[src/rtl/three_phase_demod.sv]
// three_phase_demod: recovers amplitude and phase from three 120-degree phases.
// Clarke transform, CORDIC vectoring and 1/K gain correction, one step per edge.
module three_phase_demod #(
  parameter int ITERATIONS     = 18,
  parameter int INTERNAL_WIDTH = 24
) (
  input  logic        Clk,
  input  logic        nReset,
  input  logic        In_Valid,
  output logic        In_Ready,
  input  logic [18:0] Input1,
  input  logic [18:0] Input2,
  input  logic [18:0] Input3,
  output logic        Out_Valid,
  output logic [18:0] Amplitude,
  output logic [17:0] Phase
);

  localparam int W   = INTERNAL_WIDTH;
  localparam int F   = W - 3;
  localparam int CSH = 36 - F;
  localparam int PW  = W + 19;
  localparam int IW  = $clog2(ITERATIONS + 1);

  localparam logic signed [39:0]   K3  = 40'sd87381;
  localparam logic signed [39:0]   KS3 = 40'sd151349;
  localparam logic signed [PW-1:0] KG  = PW'(159189);

  typedef enum logic [2:0] {
    S_IDLE,
    S_CLARKE,
    S_QUAD,
    S_ITER,
    S_GAIN,
    S_OUT
  } state_e;

  state_e state_q, state_d;

  logic signed [18:0]   s1_q, s1_d;
  logic signed [18:0]   s2_q, s2_d;
  logic signed [18:0]   s3_q, s3_d;
  logic signed [W-1:0]  x_q, x_d;
  logic signed [W-1:0]  y_q, y_d;
  logic [17:0]          z_q, z_d;
  logic [IW-1:0]        i_q, i_d;
  logic                 zero_q, zero_d;
  logic [18:0]          m_q, m_d;
  logic [18:0]          amp_q, amp_d;
  logic [17:0]          ph_q, ph_d;
  logic                 ov_q, ov_d;

  function automatic logic [17:0] atan_lut(input logic [IW-1:0] k);
    logic [17:0] r;
    case (int'(k))
      0:       r = 18'd32768;
      1:       r = 18'd19344;
      2:       r = 18'd10221;
      3:       r = 18'd5188;
      4:       r = 18'd2604;
      5:       r = 18'd1303;
      6:       r = 18'd652;
      7:       r = 18'd326;
      8:       r = 18'd163;
      9:       r = 18'd81;
      10:      r = 18'd41;
      11:      r = 18'd20;
      12:      r = 18'd10;
      13:      r = 18'd5;
      14:      r = 18'd3;
      15:      r = 18'd1;
      16:      r = 18'd1;
      default: r = 18'd0;
    endcase
    return r;
  endfunction

  // Clarke terms; results kept with three fraction guard bits
  logic signed [20:0]   sum_y, sum_x;
  logic signed [39:0]   py, px;
  logic signed [W-1:0]  y_cl, x_cl;

  assign sum_y = {s1_q[18], s1_q, 1'b0}
               - {{2{s2_q[18]}}, s2_q}
               - {{2{s3_q[18]}}, s3_q};
  assign sum_x = {{2{s2_q[18]}}, s2_q}
               - {{2{s3_q[18]}}, s3_q};
  assign py    = 40'(sum_y) * K3;
  assign px    = 40'(sum_x) * KS3;
  assign y_cl  = W'(py >>> CSH);
  assign x_cl  = W'(px >>> CSH);

  logic signed [W-1:0]  xs, ys;
  assign xs = x_q >>> i_q;
  assign ys = y_q >>> i_q;

  logic signed [PW-1:0] pm, m_full;
  logic [18:0]          m_sat;
  assign pm     = PW'(x_q) * KG;
  assign m_full = pm >>> F;

  always_comb begin
    m_sat = m_full[18:0];
    if (m_full[PW-1]) begin
      m_sat = '0;
    end else if (m_full > PW'(262143)) begin
      m_sat = 19'h3FFFF;
    end
  end

  always_comb begin
    state_d = state_q;
    s1_d    = s1_q;
    s2_d    = s2_q;
    s3_d    = s3_q;
    x_d     = x_q;
    y_d     = y_q;
    z_d     = z_q;
    i_d     = i_q;
    zero_d  = zero_q;
    m_d     = m_q;
    amp_d   = amp_q;
    ph_d    = ph_q;
    ov_d    = 1'b0;
    unique case (state_q)
      S_IDLE: begin
        if (In_Valid) begin
          s1_d    = Input1;
          s2_d    = Input2;
          s3_d    = Input3;
          state_d = S_CLARKE;
        end
      end
      S_CLARKE: begin
        x_d     = x_cl;
        y_d     = y_cl;
        state_d = S_QUAD;
      end
      S_QUAD: begin
        if (x_q[W-1]) begin
          x_d = -x_q;
          y_d = -y_q;
          z_d = 18'h20000;
        end else begin
          z_d = '0;
        end
        i_d     = '0;
        zero_d  = (x_q == '0) && (y_q == '0);
        state_d = S_ITER;
      end
      S_ITER: begin
        // a null vector has no angle, so z stays put
        if (!zero_q) begin
          if (!y_q[W-1]) begin
            x_d = x_q + ys;
            y_d = y_q - xs;
            z_d = z_q + atan_lut(i_q);
          end else begin
            x_d = x_q - ys;
            y_d = y_q + xs;
            z_d = z_q - atan_lut(i_q);
          end
        end
        i_d = i_q + IW'(1);
        if (i_q == IW'(ITERATIONS - 1)) begin
          state_d = S_GAIN;
        end
      end
      S_GAIN: begin
        m_d     = m_sat;
        state_d = S_OUT;
      end
      S_OUT: begin
        amp_d   = m_q;
        ph_d    = z_q;
        ov_d    = 1'b1;
        state_d = S_IDLE;
      end
      default: state_d = S_IDLE;
    endcase
  end

  always_ff @(posedge Clk or negedge nReset) begin
    if (!nReset) begin
      state_q <= S_IDLE;
      s1_q    <= '0;
      s2_q    <= '0;
      s3_q    <= '0;
      x_q     <= '0;
      y_q     <= '0;
      z_q     <= '0;
      i_q     <= '0;
      zero_q  <= 1'b0;
      m_q     <= '0;
      amp_q   <= '0;
      ph_q    <= '0;
      ov_q    <= 1'b0;
    end else begin
      state_q <= state_d;
      s1_q    <= s1_d;
      s2_q    <= s2_d;
      s3_q    <= s3_d;
      x_q     <= x_d;
      y_q     <= y_d;
      z_q     <= z_d;
      i_q     <= i_d;
      zero_q  <= zero_d;
      m_q     <= m_d;
      amp_q   <= amp_d;
      ph_q    <= ph_d;
      ov_q    <= ov_d;
    end
  end

  assign In_Ready  = (state_q == S_IDLE);
  assign Out_Valid = ov_q;
  assign Amplitude = amp_q;
  assign Phase     = ph_q;

endmodule
[config.mk]
export PLATFORM = sky130hd
export DESIGN_NAME = three_phase_demod
export DESIGN_NICKNAME = d
export VERILOG_FILES = /design/src/rtl/three_phase_demod.sv
export SDC_FILE = /design/constraint.sdc
export NUM_CORES = 2
export LEC_CHECK = 0
export ABC_AREA = 1
export CORE_ASPECT_RATIO = 1.25
export CORE_MARGIN = 1.5
export CORE_UTILIZATION = 30
export CTS_CLUSTER_SIZE = 8
export DETAILED_ROUTE_END_ITERATION = 8
export GPL_TIMING_DRIVEN = 0
export PLACE_DENSITY = 0.48
export SYNTH_ARGS = -nofsm -noshare
export SYNTH_HDL_FRONTEND = slang
export SYNTH_SLANG_ARGS = --single-unit
[constraint.sdc]
create_clock -name Clk -period 7.9 [get_ports Clk]
set_clock_uncertainty 0.1 [all_clocks]
set_input_delay 1.185 -clock Clk [delete_from_list [all_inputs] [get_ports Clk]]
set_output_delay 1.185 -clock Clk [all_outputs]
set_load 0.02 [all_outputs]
; Yosys cells after proc, flatten, opt, wreduce, memory -nomap -nowiden
; Memories as Yosys holds them, arrays and structs flattened.
; Cells that the tools add are included.
[op_classes]
addsub = 12
n_mul = 3
order_cmp = 1
eq_ne = 10
shifts = 2
mux = 25
n_reduce_logical = 11
[op_table]
columns = operator, n
row1 = two-way mux 18 bit, 9
row2 = two-way mux 24 bit, 6
row3 = one-hot mux 24 bit (3 select lines), 2
row4 = adder 24 bit, 2
row5 = zero test 24 bit, 2
row6 = negation 24 bit, 2
row7 = >>> shifter 24 x 5 -> 24 bit, 2
row8 = subtractor 24 bit, 2
row9 = "multiplier 24 x 19 -> 43 bit, second input constant", 1
row10 = "multiplier 20 x 19 -> 39 bit, second input constant", 1
row11 = "multiplier 21 x 18 -> 39 bit, second input constant", 1
row12 = two-way mux 19 bit, 2
row13 = one-hot mux 18 bit (2 select lines), 1
row14 = "> comparator 22 x 19 -> 1 bit, second input constant", 1
row15 = subtractor 20 x 19 -> 21 bit, 1
row16 = subtractor 21 bit, 1
row17 = subtractor 19 x 19 -> 20 bit, 1
row18 = adder 18 bit, 1
row19 = subtractor 18 bit, 1
row20 = one-hot mux 3 bit (5 select lines), 1
row21 = one-hot mux 5 bit (2 select lines), 1
row22 = "inequality test 2 bit, second input constant", 4
row23 = AND reduction 2 bit, 4
row24 = "== test 3 x 2 -> 1 bit, second input constant", 2
row25 = 11 further kinds, 13
[word_totals]
ff_bits = 189
mem_bits_ro = 1024
inputBits = 60
word_cells = 80
n_memories = 2
[mem_list]
columns = memory, depth, word_bits, read_ports, rd_clocked_by_memory_dff, wr, line
row1 = (name not given), 32, 16, 1, 0, 0, 55  ; case (int'(k))
row2 = (name not given), 32, 16, 1, 0, 0, 55

; Depth between registers and ports, before layout
; An unclocked memory read counts as a cell.
[logic_depth]
depth_word = 8
depth_mapped = 43

; Least setup slack after synthesis
; OpenSTA, ideal clock, no wires.
[synth_path]
path_kind = register to register
from = reg s2_q[2]
to = reg y_q[19]
setup_time_ns = 0.127
arrival_time_ns = 7.180
required_time_ns = 7.673
slack_ns = 0.493
stages_incl_launch_ff = 34
n_path_buf = 0
period_less_slack_ns = 7.407
cell_sequence = dfrtp_1 > inv_1 > fa_1 > ha_1 > a21oi_1 > o21ai_2 > nand2_1 > nand2_1 > a21boi_1 > o21ai_2 > a21boi_0 > o21ai_2 > xor2_1 > nand2_1 > inv_1 > nor2_1 > fa_1 > fa_1 > fa_1 > fa_1 > inv_1 > fa_1 > inv_1 > ha_1 > a21oi_1 > inv_1 > a31oi_1 > o21a_1 > o211ai_1 > nand2_1 > o211ai_1 > or2_2 > nand3_1 > a21boi_0
[synth_between]
elab_chain_len = 4
[synth_lines]
columns = element, line
row1 = "start, declared", 41  ; logic signed [18:0] s2_q, s2_d;
row2 = "start signal, assigned", 187  ; s2_q <= '0;
row3 = "start signal, assigned", 201  ; s2_q <= s2_d;
row4 = subtractor 20 x 19 -> 21 bit, 84  ; - {{2{s2_q[18]}}, s2_q}
row5 = subtractor 21 bit, 85  ; - {{2{s3_q[18]}}, s3_q};
row6 = multiplier 21 x 18 -> 39 bit, 88  ; assign py = 40'(sum_y) * K3;
row7 = one-hot mux 24 bit (3 select lines), 125  ; unique case (state_q)
row8 = "end signal, assigned", 204  ; y_q <= y_d;
row9 = "end, declared", 44  ; logic signed [W-1:0] y_q, y_d;
; No other way between the ends.
; A chain may end at the register's enable or synchronous reset.

; Final worst setup path
[layout_path]
from = reg s1_q[7]
to = reg y_q[21]
[layout_between]
elab_chain_len = 4
[layout_lines]
columns = element, line
row1 = "start, declared", 40  ; logic signed [18:0] s1_q, s1_d;
row2 = "start signal, assigned", 186  ; s1_q <= '0;
row3 = "start signal, assigned", 200  ; s1_q <= s1_d;
row4 = subtractor 20 x 19 -> 21 bit, 84
row5 = subtractor 21 bit, 85
row6 = multiplier 21 x 18 -> 39 bit, 88
row7 = one-hot mux 24 bit (3 select lines), 125
; No other way between the ends.

==> out/results.txt <==
Async SR Flop Fraction: 100%
HP Class: reg2reg
Die Footprint: 147000 µm²
Final wirelength: 155 mm
WHS: 372 ps
Detail Placement HPWL: 130 mm
Via count: 38600
Iter 0 DRT Violations: 2256
EDFF count, synth: 0
First-pass iteration count of the detailed router: 7
Sequential share of the synthesized area: 10.9%
Mapped Cells: 5827
Synth Flop Type: dfrtp_1
Max Fanout on Critical Path: 6
Syn. warnings: 0
Worst-Margin Slew: 1440 ps
Distinct cells, synth: 67
CP Launch Type: register
Critical Path Most Common Cell: fa_1
Syn Nets: 7018
Htree depth: 4
Number of synthesized register bits: 189
Placer Congestion: 0.962
Worst reg-to-reg setup slack: 250 ps
Clock sinks: 189
Hold_sp: m_q[9]
Max Freq: 0.131 GHz
# port buffers: 98
Critical Path AT: 7990 ps
NumNets Final: 7209
Starting density of the core: 30.3%
Share of layout cells above drive strength 1: 7.94%
DRT antenna net count: 0
CTS buffer count: 17
WP data required: 8240 ps
Max Cap Violations: 0
Critical path class: reg2reg
RSZ-0062 raised after global routing: true
Synthesized cell area: 43500 µm²
Worst Setup End Kind: register
Initial antenna violation count: 2
Max-slew headroom: 3.99%
Most common cell after layout, fill and taps aside: inv_1
Clock transition at path regs: 110 ps
Vias in the first global route: 40600
Slew Limit Fails: 0
Area contributors post-synth: fa_1 (23%), ha_1 (18%), inv_1 (12%), dfrtp_1 (11%), nand2_1 (8.6%)
Die Wd: 343 µm
R2r worst-path depth: 29
Largest net degree at the start of global routing: 85
Core Area: 143000 µm²
Status: completed
Tcrit/Tclk final: 96.8%
Maximum root-to-sink buffer count: 2
I/O pins: 99
Top cell type's share of synthesized area: 23.4%
Worst flop-to-flop path endpoint: y_q[21]
CTS Root Cell: clkbuf_16
CP peak stage delay: 540 ps
DRC viols: 0
CP max-delay cell: fa_1
Most frequent cells in the layout: inv_1 (1329), nand2_1 (977), ha_1 (584), fa_1 (500), nor2_1 (382)
Final setup viols: 0
Grt ovf: 0
Clk_lat worst skew: 580 ps
Mapped Avg Cell Area: 7.46 µm²
Layout area overhead: 13.3%
All-layer global routing usage: 21.3%
Hold path depth: 2
Drt wl/cell: 19.5 µm
Die Y: 429 µm
CTS tree: yes
First-pass GRT wire length: 239 mm
Worst r2r src: s1_q[7]
DR vias/cell: 4.88
Row count: 155
Post-layout min period: 7650 ps
Post-synth top area cell: fa_1
Hold EP: Amplitude[9]
Fin. Hold Viols: 0
## through the flow
stage / setup WS [ps] / utilization, % / cell area (µm²) / setup TNS (ps) / std cells
2_1_floorplan: 493 / - / 43500 / 0 / 5827
3_3_place_gp: -4100 / 32.7 / 46800 / -773710 / 7809
3_5_place_dp: -1040 / 32.7 / 46900 / -20880 / 7811
4_1_cts: -81.2 / 33.6 / 48100 / -81.2 / 7864
5_1_grt: -93.3 / 34.4 / 49200 / -311 / 7916
6_report: 250 / 34.4 / 49200 / 0 / 7916
## cell usage after synthesis (5+ instances only)
library cell and count:
nand3b_1 12, a31oi_1 33, nand3_1 365, nor2_4 6, a21boi_0 11, o31ai_1 8
a22oi_1 12, xor2_1 111, dfrtp_1 189, o21bai_1 31, and3_1 5, a31o_2 5
buf_6 5, o21a_1 14, o211ai_1 16, buf_4 11, a221oi_1 7, nor3_1 42
a21o_1 26, a211oi_1 9, nand2_1 994, nand2_2 19, nor2_2 10, buf_2 29
o21ai_1 10, o21ai_0 291, nand4_1 38, inv_1 1358, nor4_1 10, fa_1 507
inv_2 16, nand3_2 14, o22ai_1 15, ha_1 624, clkbuf_1 42, xnor2_1 64
o21ai_2 6, nor2_1 403, or2_2 20, buf_1 8, a21oi_1 369, mux2_2 20
## worst max-delay path: cells and delay by family (launching register included)
kind            cells  cell delay (ps)
compound gates      4              620
xor+xnor            1              170
fa+ha+maj           9             3940
buf+inv             6              560
flops               1              440
simple gates        9             1690
## flip-flops by register name, indices dropped and copies added (netlist names), 3 cells and up
| signal | flops |
|---|---|
| m_q | 19 |
| i_q | 5 |
| z_q | 18 |
| Amplitude | 19 |
| s1_q | 19 |
| y_q | 24 |
| x_q | 24 |
| s3_q | 19 |
| Phase | 18 |
| s2_q | 19 |
| state_q | 3 |
## routing by layer
metal  GRT usage, %  up-vias  part of all wire (%)
li1               -    18700                     -
met1           27.0    19000                    44
met2           38.0      734                    50
met3           1.60      165                   3.1
met4           6.88        0                   2.9
met5              0        -                     0
## worst max path at each step
| stage | endpoint | start | cells past startpoint |
|---|---|---|---|
| 6_report | y_q[21] | s1_q[7] | 29 |
| 5_1_grt | y_q[17] | s2_q[3] | 34 |
| 2_1_floorplan | y_q[19] | s2_q[2] | 33 |
| 3_3_place_gp | Amplitude[11] | nReset | 1 |
| 3_5_place_dp | y_q[19] | s3_q[0] | 35 |
| 4_1_cts | y_q[19] | s2_q[2] | 35 |
## what timing repair did
action | 4_1_cts | 5_1_grt
hold buffers | 0 | 0
cloned | 2 | 0
pin swaps | 11 | 59
gates resized for setup | 90 | 190
setup buffers | 19 | 51
hold endpoints to repair | 0 | 0
setup endpoints to repair | 49 | 50
## kinds of logic after synthesis
family / after synthesis / synth area share, %
DFF: 189 / 10.9
and+or+nand+nor: 1953 / 19.3
xor gates and xnor gates: 176 / 3.56
buffers and inverters: 1472 / 13.0
AOI/OAI and AO/OA: 886 / 11.5
adders and majority gates: 1131 / 41.3
muxes: 20 / 0.518
## cell type report
class / instances / area (µm²)
clock inverters: 14 / 168
multi-input cells: 4166 / 34300
clock buffers: 18 / 429
diodes: 1 / 2.50
repair buffers: 170 / 1580
fillers: 15400 / 94100
flip-flops and latches: 189 / 4730
repair inverters: 2 / 10.0
inverters: 1377 / 5190
well taps: 1884 / 2360
plain buffers: 95 / 472
Power is left out: the tool's default activity adds up to more than one toggle a clock period on the data nets, which glitch-free logic cannot reach.
